==> src/rtl/scsp_eg_pkg.sv <==
// Shared types and helpers for the SCSP envelope generator: register layouts,
// per-slot envelope state, and the rate/step arithmetic.
package scsp_eg_pkg;

    localparam int SLOTS  = 32;
    localparam int SLOT_W = 5;
    localparam int CNT_W  = 12;
    localparam logic [9:0] EG_EVOL_MAX = 10'h3FF;

    typedef enum logic [1:0] {
        ATTACK  = 2'd0,
        DECAY1  = 2'd1,
        DECAY2  = 2'd2,
        RELEASE = 2'd3
    } EGState_t;

    typedef struct packed {
        logic [SLOT_W-1:0] SLOT;
        logic              KON;
        logic              KOFF;
    } OPPipe_t;

    typedef struct packed {
        logic       rsv;
        logic       LPSLNK;
        logic [3:0] KRS;
        logic [4:0] DL;
        logic [4:0] RR;
    } SCR1_t;

    typedef struct packed {
        logic [4:0] D2R;
        logic [4:0] D1R;
        logic       EGHOLD;
        logic [4:0] AR;
    } SCR2_t;

    typedef struct packed {
        logic       rsv0;
        logic [3:0] OCT;
        logic       rsv1;
        logic [9:0] FNS;
    } SCR5_t;

    typedef struct packed {
        logic [9:0] EVOL;
        EGState_t   ST;
    } EGSlot_t;

    typedef struct packed {
        logic       step;
        logic [4:0] delta;
        logic [2:0] shft;
    } EGDelta_t;

    // Effective rate 0..63: 2*R plus key-rate scaling (skipped when KRS=F); OCT is signed.
    function automatic logic [5:0] RateCalc(input logic [4:0] r, input logic [3:0] krs,
                                            input logic [3:0] oct, input logic fns9);
        logic signed [7:0] rate;
        logic [5:0]        res;
        rate = $signed({2'b00, r, 1'b0});
        if (krs != 4'hF)
            rate = rate + $signed({3'b000, krs, 1'b0}) + $signed({{3{oct[3]}}, oct, 1'b0})
                        + $signed({7'd0, fns9});
        if (r == 5'd0 || rate < 8'sd0) res = 6'd0;
        else if (rate > 8'sd63)        res = 6'd63;
        else                           res = rate[5:0];
        return res;
    endfunction

    function automatic EGDelta_t EGDelta(input logic [5:0] rate, input logic [CNT_W-1:0] cnt);
        EGDelta_t         d;
        logic [3:0]       h;
        logic [CNT_W-1:0] mask;
        h    = rate[5:2];
        d    = '0;
        mask = {{(CNT_W-11){1'b0}}, 11'h7FF} >> h;
        if (rate < 6'h30) begin
            d.step  = (cnt & mask) == '0;
            d.delta = 5'd1;
            d.shft  = 3'd0;
        end else begin
            d.step  = 1'b1;
            d.shft  = 3'(h - 4'd11);
            d.delta = 5'd1 << d.shft;
        end
        return d;
    endfunction

endpackage

==> src/rtl/scsp_eg_rate.sv <==
// Selects the rate for the slot's current state and turns it into a step
// strobe plus increment (and its log2) for this sample.
module scsp_eg_rate import scsp_eg_pkg::*; (
    input  EGState_t         st_i,
    input  logic [4:0]       ar_i,
    input  logic [4:0]       d1r_i,
    input  logic [4:0]       d2r_i,
    input  logic [4:0]       rr_i,
    input  logic [3:0]       krs_i,
    input  logic [3:0]       oct_i,
    input  logic             fns9_i,
    input  logic [CNT_W-1:0] cnt_i,
    output logic             step_o,
    output logic [4:0]       delta_o,
    output logic [2:0]       shft_o
);
    logic [4:0] r;
    logic [5:0] rate;
    EGDelta_t   d;

    always_comb begin
        case (st_i)
            ATTACK:  r = ar_i;
            DECAY1:  r = d1r_i;
            DECAY2:  r = d2r_i;
            default: r = rr_i;
        endcase
    end

    assign rate = RateCalc(r, krs_i, oct_i, fns9_i);
    assign d    = EGDelta(rate, cnt_i);

    // A zero rate freezes the envelope even if key scaling lifts RATE.
    assign step_o  = d.step & (r != 5'd0);
    assign delta_o = d.delta;
    assign shft_o  = d.shft;

endmodule

==> src/rtl/scsp_eg.sv <==
// Time-multiplexed ADSR envelope generator: one slot read, updated and written
// back per CE, with registered EVOL/ST outputs and a CR4 monitor tap.
module scsp_eg import scsp_eg_pkg::*; (
    input  logic        CLK,
    input  logic        RST_N,
    input  logic        CE,
    input  logic [6:0]  OP_IN,
    input  logic [15:0] SCR1,
    input  logic [15:0] SCR2,
    input  logic [15:0] SCR5,
    input  logic        LOOP_HIT,
    input  logic [4:0]  MSLC,
    output logic [4:0]  SLOT_OUT,
    output logic [9:0]  EVOL,
    output logic [1:0]  ST_OUT,
    output logic [4:0]  MON_EG
);
    OPPipe_t op;
    SCR1_t   s1;
    SCR2_t   s2;
    SCR5_t   s5;

    assign op = OPPipe_t'(OP_IN);
    assign s1 = SCR1_t'(SCR1);
    assign s2 = SCR2_t'(SCR2);
    assign s5 = SCR5_t'(SCR5);

    EGSlot_t          slot_q [SLOTS];
    EGSlot_t          cur, slot_d;
    logic [CNT_W-1:0] cnt_q;
    logic [4:0]       slot_out_q, mon_q;
    logic [9:0]       evol_q, evol_d;
    EGState_t         st_q;

    logic       step;
    logic [4:0] delta;
    logic [2:0] shft;
    logic [10:0] inc_w, dec_w;
    logic [9:0]  evol_inc, evol_dec;

    assign cur = slot_q[op.SLOT];

    scsp_eg_rate u_rate (
        .st_i    (cur.ST),
        .ar_i    (s2.AR),
        .d1r_i   (s2.D1R),
        .d2r_i   (s2.D2R),
        .rr_i    (s1.RR),
        .krs_i   (s1.KRS),
        .oct_i   (s5.OCT),
        .fns9_i  (s5.FNS[9]),
        .cnt_i   (cnt_q),
        .step_o  (step),
        .delta_o (delta),
        .shft_o  (shft)
    );

    always_comb begin
        // 11-bit intermediates so neither direction can wrap before clamping.
        inc_w    = {1'b0, cur.EVOL} + {6'd0, delta};
        dec_w    = {4'd0, {1'b0, cur.EVOL[9:4]} + 7'd1} << shft;
        evol_inc = (inc_w > 11'h3FF) ? EG_EVOL_MAX : inc_w[9:0];
        evol_dec = (dec_w >= {1'b0, cur.EVOL}) ? 10'd0 : cur.EVOL - dec_w[9:0];

        slot_d = cur;
        if (op.KON) begin
            slot_d.ST   = ATTACK;
            slot_d.EVOL = EG_EVOL_MAX;
            if (s2.AR == 5'h1F) begin
                slot_d.ST   = DECAY1;
                slot_d.EVOL = '0;
            end
        end else if (op.KOFF) begin
            slot_d.ST = RELEASE;
        end else begin
            case (cur.ST)
                ATTACK: begin
                    if (s1.LPSLNK && LOOP_HIT) begin
                        slot_d.ST = DECAY1;
                    end else if (step) begin
                        slot_d.EVOL = evol_dec;
                        if (evol_dec == '0) slot_d.ST = DECAY1;
                    end
                end
                DECAY1: begin
                    if (step) begin
                        slot_d.EVOL = evol_inc;
                        if (evol_inc[9:5] >= s1.DL) slot_d.ST = DECAY2;
                    end
                end
                default: if (step) slot_d.EVOL = evol_inc;
            endcase
        end

        evol_d = (slot_d.ST == ATTACK && s2.EGHOLD) ? 10'd0 : slot_d.EVOL;
    end

    always_ff @(posedge CLK or negedge RST_N) begin
        if (!RST_N) begin
            for (int i = 0; i < SLOTS; i++) slot_q[i] <= '{EVOL: EG_EVOL_MAX, ST: RELEASE};
            cnt_q      <= '0;
            slot_out_q <= '0;
            evol_q     <= EG_EVOL_MAX;
            st_q       <= RELEASE;
            mon_q      <= 5'h1F;
        end else if (CE) begin
            slot_q[op.SLOT] <= slot_d;
            if (op.SLOT == 5'(SLOTS - 1)) cnt_q <= cnt_q + CNT_W'(1);
            slot_out_q <= op.SLOT;
            evol_q     <= evol_d;
            st_q       <= slot_d.ST;
            if (op.SLOT == MSLC) mon_q <= slot_d.EVOL[9:5];
        end
    end

    assign SLOT_OUT = slot_out_q;
    assign EVOL     = evol_q;
    assign ST_OUT   = st_q;
    assign MON_EG   = mon_q;

    logic unused_ok;
    assign unused_ok = ^{s1.rsv, s5.rsv0, s5.rsv1, s5.FNS[8:0]};

endmodule
==> config.mk <==
export PLATFORM = sky130hd
export DESIGN_NAME = scsp_eg
export DESIGN_NICKNAME = d
export VERILOG_FILES = /design/src/rtl/scsp_eg_pkg.sv /design/src/rtl/scsp_eg_rate.sv /design/src/rtl/scsp_eg.sv
export SDC_FILE = /design/constraint.sdc
export NUM_CORES = 1
export LEC_CHECK = 0
export CORE_MARGIN = 2
export CORE_UTILIZATION = 56
export CTS_CLUSTER_DIAMETER = 80
export DETAILED_ROUTE_END_ITERATION = 6
export PLACE_DENSITY_LB_ADDON = 0.12
export SYNTH_ARGS = -nofsm -noshare
export SYNTH_HDL_FRONTEND = slang
export SYNTH_SLANG_ARGS = --single-unit
==> constraint.sdc <==
create_clock -name CLK -period 9.5 [get_ports CLK]
set_input_delay 1.9 -clock CLK [delete_from_list [all_inputs] [get_ports CLK]]
set_output_delay 1.9 -clock CLK [all_outputs]
set_load 0.01 [all_outputs]
Yosys cells after proc, flatten, opt, wreduce, memory -nomap -nowiden
Cells that the tools add are included.

word-level totals
  output and inout bits = 22
  word-level logic and storage cells = 136
  flip-flop bits (word level) = 418

operators by class
  mux-type cells = 27
  bitwise operators = 3
  add/subtract/negate cells = 8
  shift-type cells = 3
  reductions and logical operators = 12
  order comparisons = 8
  eq/ne operators = 6

operators by type and width
  kind                                                                    number
  384-bit bitwise mux                                                     1
  12-bit 2-to-1 mux                                                       7
  12-bit binary-select mux with 5-bit select                              1
  12-bit demux with 5-bit select                                          1
  10-bit 2-to-1 mux                                                       6
  10-bit one-hot mux with 2 select lines                                  1
  5-bit one-hot mux with 3 select lines                                   1
  12-bit by 1-bit adder with 12-bit output, second input constant         1
  12-bit bitwise AND                                                      1
  12-bit zero test                                                        1
  6-bit 2-to-1 mux                                                        2
  11-bit by 4-bit right shift with 12-bit output, first input constant    1
  10-bit by 5-bit adder with 11-bit output                                1
  11-bit by 10-bit >= comparator with 1-bit output                        1
  11-bit by 10-bit > comparator with 1-bit output, second input constant  1
  7-bit by 3-bit left shift with 11-bit output                            1
  5-bit == test, second input constant                                    2
  10-bit zero test                                                        1
  10-bit subtractor                                                       1
  9-bit 2-to-1 mux                                                        1
  8-bit by 2-bit adder with 8-bit output                                  1
  8-bit by 5-bit adder with 8-bit output                                  1
  8-bit by 7-bit > comparator with 1-bit output, second input constant    1
  8-bit by 1-bit < comparator with 1-bit output, second input constant    1
  other kinds (23)                                                        30

Longest topological paths before layout
  depth in word-level cells = 30
  depth in mapped cells = 51

Hierarchy
Synthesis repeated with hierarchy kept, for this count alone.

unflattened totals
  cell total of the unflattened synthesis = 2118
  area total of the unflattened synthesis = 21882.2 sq um

by module, submodules not included
  module        sequential area each (sq um)  cells an instance  instances  area each (sq um)
  scsp_eg       10961.8                       1998               1          20955.1
  scsp_eg_rate  0.0                           120                1          927.1

Worst setup path before layout
Ideal clock, no wire load.

  path kind = input -> register
  start point = in OP_IN[3]
  end point = reg evol_q[0] (netlist: EVOL[0])
  stages = 48
  arrival time = 10.977 ns
  setup slack = -1.573 ns
  required time = 9.404 ns
  cells stage by stage = buf_2 > buf_2 > mux2i_1 > o22ai_1 > or4_4 > nor2_8 > mux2i_1 > a21boi_0 > ha_1 > a21oi_1 > nand2_1 > and2_1 > o21a_1 > ha_1 > or3b_2 > a211o_1 > o211ai_1 > nand4_1 > [12 not listed] > a21o_1 > nand2_1 > nor2_1 > nor2_1 > ha_1 > nand2b_1 > a21o_1 > a21o_1 > a21oi_1 > nor2b_1 > o21ai_0 > nor4_1 > a31o_1 > or3_1 > buf_2 > and3_4 > buf_6 > o32ai_1

between the ends
  word-level cells in the longest chain between the ends = 28
  elaborated cells between the ends (all ways) = 52
  classes of those cells = 7 x add/sub; 6 x order compare; 2 x eq/ne; 3 x shift; 23 x mux; 3 x bitwise; 8 x reduce/logical

RTL lines
  item                                                          line                          RTL
  from (decl)                                                   scsp_eg.sv:7                  input logic [6:0] OP_IN,
  5-bit inverter with 6-bit output (implied by the code) *      scsp_eg.sv:41                 assign cur = slot_q[op.SLOT];
  12-bit binary-select mux with 5-bit select *                  scsp_eg.sv:41
  12-bit 2-to-1 mux (implied by the code) * (2 in series)       scsp_eg.sv:41
  2-bit == test, or another cell as far along                   scsp_eg_rate.sv:22            case (st_i)
  5-bit one-hot mux with 3 select lines                         scsp_eg_rate.sv:22
  6-bit by 5-bit adder with 7-bit output                        scsp_eg_pkg.sv:63             rate = rate + $signed({3'b000, krs, 1'b0}) + $signed({{3{oct[3]}}, oct, 1'b0})
  8-bit by 5-bit adder with 8-bit output                        scsp_eg_pkg.sv:63
  8-bit by 2-bit adder with 8-bit output                        scsp_eg_pkg.sv:64             + $signed({7'd0, fns9});
  [11 not listed]                                               --
  2-bit 2-to-1 mux / 12-bit 2-to-1 mux (equally long branches)  scsp_eg.sv:88, scsp_eg.sv:80
  12-bit 2-to-1 mux / 2-bit 2-to-1 mux (equally long branches)  scsp_eg.sv:86, scsp_eg.sv:78
  2-bit one-hot mux with 2 select lines                         scsp_eg.sv:76                 case (cur.ST)
  2-bit 2-to-1 mux                                              scsp_eg.sv:73                 end else if (op.KOFF) begin
  12-bit 2-to-1 mux *                                           scsp_eg.sv:66                 if (op.KON) begin
  2-bit zero test                                               scsp_eg.sv:95                 evol_d = (slot_d.ST == ATTACK && s2.EGHOLD) ? 10'd0 : slot_d.EVOL;
  1-bit logical AND                                             scsp_eg.sv:95
  10-bit 2-to-1 mux *                                           scsp_eg.sv:95
  to (signal assigned)                                          scsp_eg.sv:110                evol_q <= evol_d;
  to (decl)                                                     scsp_eg.sv:32                 logic [9:0] evol_q, evol_d;

Mark *: on every way between the ends. The rest lies on a longest branch, timed or not. The select of a mux whose other input is x is not followed.
A chain may end at the register's enable or synchronous reset.

Final worst setup path
  start point = in OP_IN[3]
  end point = reg slot_q[348] (netlist bit)

between the ends
  word-level cells in the longest chain between the ends = 26
  elaborated cells between the ends (all ways) = 51
  classes of those cells = 7 x add/sub; 8 x order compare; 2 x eq/ne; 3 x shift; 21 x mux; 3 x bitwise; 7 x reduce/logical

RTL lines
  item                                                            line                           RTL
  5-bit inverter with 6-bit output (implied by the code) *        scsp_eg.sv:41, scsp_eg.sv:107
  12-bit binary-select mux with 5-bit select                      scsp_eg.sv:41
  12-bit 2-to-1 mux (implied by the code) (2 in series)           scsp_eg.sv:41
  2-bit == test, or another cell as far along                     scsp_eg_rate.sv:22
  5-bit one-hot mux with 3 select lines                           scsp_eg_rate.sv:22
  6-bit by 5-bit adder with 7-bit output                          scsp_eg_pkg.sv:63
  8-bit by 5-bit adder with 8-bit output                          scsp_eg_pkg.sv:63
  8-bit by 2-bit adder with 8-bit output                          scsp_eg_pkg.sv:64
  [9 not listed]                                                  --
  10-bit 2-to-1 mux / 10-bit zero test (equally long branches)    scsp_eg.sv:62, scsp_eg.sv:82
  5-bit >= comparator / 2-bit 2-to-1 mux (equally long branches)  scsp_eg.sv:88, scsp_eg.sv:82
  2-bit 2-to-1 mux / 12-bit 2-to-1 mux (equally long branches)    scsp_eg.sv:88, scsp_eg.sv:80
  12-bit 2-to-1 mux / 2-bit 2-to-1 mux (equally long branches)    scsp_eg.sv:86, scsp_eg.sv:78
  2-bit one-hot mux with 2 select lines                           scsp_eg.sv:76
  2-bit 2-to-1 mux                                                scsp_eg.sv:73
  12-bit 2-to-1 mux                                               scsp_eg.sv:66
  384-bit bitwise mux *                                           scsp_eg.sv:107                 slot_q[op.SLOT] <= slot_d;
  to (signal, indexed assignment)                                 scsp_eg.sv:107
  to (decl)                                                       scsp_eg.sv:28                  EGSlot_t slot_q [SLOTS];

Marks and branches as above.

==> impl_metrics.csv <==
group,metric,value,unit
run_status,run_status,"finished, violations left",
run_status,violations,"negative setup slack",
finish,final_cells,3142,
placed_design,dp_cells,2960,
floorplan,core,39500,um2
logic_synthesis,ys_async_sr_fraction,100,%
placed_design,place_hpwl,48200,um
timing,final_max_slew_viol_count,0,
logic_synthesis,synth_top_family_by_area,"compound AO/OA/AOI/OAI gates",
global_route,overflow,0,
logic_synthesis,synth_edf_count,0,
finish,final_cell_mix,"401 x dfstp_2, 391 x nand2_1, 278 x o21ai_2, 261 x buf_4, 140 x nor2_1",
detailed_routing,firstDrtPassIters,7,
setup_path,required,9.97,ns
clock_tree,clk_latency,0.58,ns
timing,rsz0062_at_grt,"yes",
pwr,ir_drop,0.239,mV
pwr,p_leak,12.5,nW
logic_synthesis,ys_ff_latch,417,
setup_path,worst_setup_path_start_kind,"primary input",
timing,setup_viol,401,
global_route,grt_pass1_wl,123000,um
logic_synthesis,yosysWarnings,0,
timing,fin_crit_sh,109,%
timing,fin_ws,-0.849,ns
floorplan,ios,86,
finish,insertedDiodeCount,0,
setup_path,cpPeakStageDelay,0.57,ns
timing,hold_violations,0,
timing,maxSlewHeadroom,3.62,%
job,maxCapViolCount,0,
setup_path,cp_max_fo,8,
logic_synthesis,synth_xor_xnor_area_share,1.30,%
detailed_routing,drcViolationCount,0,
logic_synthesis,yosys.area_share.simple,15.2,%
setup_path,endpoint_kind,"flop",
logic_synthesis,synthMuxAreaShare,10.1,%
global_route,first_global_vias,20700,
timing,holdWs,0.469,ns
setup_path,critPathKind,"primary input to flop",
clock_tree,path_clk_slew,0.06,ns
placed_design,pre_cts_ws,-1.83,ns
placed_design,placed_area,25500,um2
floorplan,die_h,203,um
logic_synthesis,synth_area,22200,um2
setup_path,crit_top_cell,"ha_4",
detailed_routing,vias,20700,
clock_tree,cts_root_buf,"clkbuf_16",
global_route,antenna_found_initial,0,
timing,max_freq,0.0966,GHz
finish,fin_nets,2700,
finish,final_cell_area,30700,um2
floorplan,fp.dieArea,41300,um2
finish,final_common_cell,"dfstp_2",
timing,worst-slew-pin-transition,1.44,ns
global_route,grt_usage,39.5,%
detailed_routing,drt_iter0_markers,2156,
detailed_routing,avgRoutedWirePerCell,26.9,um
logic_synthesis,synth-main-ff-cell,"dfstp_2",
detailed_routing,wl,84600,um
placed_design,portBuffers,72,
clock_tree,ctsHtreeMaxLevel,2,
logic_synthesis,synth_compound_area_share,17.0,%
floorplan,start_util,56.4,%
detailed_routing,detail-route-antenna-nets,0,
finish,drive_gt1_share,54.5,%
finish,fillers,2481,
logic_synthesis,syn_inst,2267,
setup_path,crit_arrival,10.82,ns
setup_path,cpMaxStageDelayCell,"or4_4",
clock_tree,tritoncts,"built",
logic_synthesis,yosysSeqAreaShare,49.2,%
clock_tree,cts_buffers,44,
hold_path,hp-class,"flop to flop",
pwr,cellPowerDensity,318,nW/um2
detailed_routing,via_per_inst,6.57,
logic_synthesis,synth_nets,2384,
clock_tree,cts_buffer_depth,3,
logic_synthesis,synth_fa_ha_area_share,3.12,%
floorplan,dieWidth,203,um
logic_synthesis,synth_area_per_cell,9.81,um2
timing,min_period,10.35,ns
finish,area_delta_synth_final,38.1,%
logic_synthesis,yosys.cell_types.count,98,
floorplan,placementRows,73,
timing,finalClockSkew,0.0288,ns
clock_tree,clock_sinks,417,
placed_design,place_congestion,0.983,
global_route,grt_max_degree,136,
routing by layer:
layer / vias to the layer above / track usage, % / wire length [um]
met2: 1271 / 64.1 / 39100
met1: 10300 / 49.4 / 31000
met4: 0 / 20.8 / 5860
li1: 8743 / - / -
met5: - / 0 / 0
met3: 358 / 9.32 / 8610
synthesized netlist by cell type, types with 15 or more instances:
library cell  instances  area share, %
nor4_1               16           0.45
dfrtp_1              16            1.8
nand4_1              15           0.42
ha_1                 49            2.8
nand2_1             394            6.6
xnor2_1              20           0.79
a21oi_1             103            2.3
dfstp_2             401             47
mux2i_1             142            6.4
nor2_1              149            2.5
o22ai_1              60            1.7
buf_2                44           0.99
o21ai_0             290            6.5
a211oi_1             15           0.51
mux4_2               32            3.2
o21ai_1              53            1.2
nor3_1               17           0.38
clkbuf_1             93            1.6
nand3_1              35           0.79
a22oi_1              15           0.51
inv_1                54           0.91
worst max-delay path: cells and delay by family:
kind                       cells  cell delay [ns]
xor gates and xnor gates       1             0.21
muxes                          2             0.57
AOI/OAI and AO/OA             16             2.73
and+or+nand+nor               16             3.03
buffers and inverters          7             0.84
adders and majority gates      6             1.48
report_power, final:
group,total [W],switching (W),internal (W)
Clock,0.00175,0.000728,0.00102
Sequential,0.00284,0.000284,0.00255
Combinational,0.00519,0.00271,0.00248
Total,0.00977,0.00372,0.00605
state kept, by name (all words and copies together) (netlist names):
register and flops:
SLOT_OUT 5, ST_OUT 2, MON_EG 5, slot_q 384
cnt_q 11, EVOL 10
per-stage QoR:
stage          util (%)  power (W)  TNS, ns
3_5_place_dp       64.7    0.00649  -584.14
5_1_grt            77.8     0.0102  -313.46
2_1_floorplan         -    0.00491   -40.93
6_report           77.8    0.00977  -223.18
4_1_cts            76.5    0.00942  -168.39
3_3_place_gp       64.7    0.00641  -553.89
final timing paths:
check | from | endpoint | slack (ns) | cells after the start
worst min-delay path | slot_q[88] | slot_q[88] | 0.47 | 2
worst max-delay path | OP_IN[3] | slot_q[348] | -0.85 | 48
min in group asynchronous | RST_N | cnt_q[7] | 1.50 | 1
worst min register to register | slot_q[88] | slot_q[88] | 0.47 | 2
worst max register to register | slot_q[289] | slot_q[348] | 0.39 | 46
max in group asynchronous | RST_N | slot_q[268] | 5.93 | 3
kinds of logic after synthesis:
group / after synthesis
AO/OA/AOI/OAI: 636
XOR/XNOR: 33
adder cells (fa/ha/maj): 53
buffers and inverters: 215
flip-flops: 417
multiplexers: 183
AND/OR/NAND/NOR: 730
cell type report:
| class | count | area (um2) | share of cell area, % |
|---|---|---|---|
| inverter | 56 | 213 | 0.693 |
| timing repair buffer | 429 | 4500 | 14.6 |
| sequential | 417 | 10900 | 35.6 |
| clock inverter | 13 | 129 | 0.420 |
| clock buffer | 67 | 1330 | 4.33 |
| tap | 525 | 657 | 2.14 |
| multi-input combinational | 1635 | 12900 | 42.2 |
what timing repair did:
item                       CTS  global route
pin swaps                  162           113
resized for setup          499           230
setup endpoints to repair  401           401
hold buffers                 0             0
setup buffers               61            21
gates cloned                39             5
Note: power is estimated with default switching activity, not from simulation.
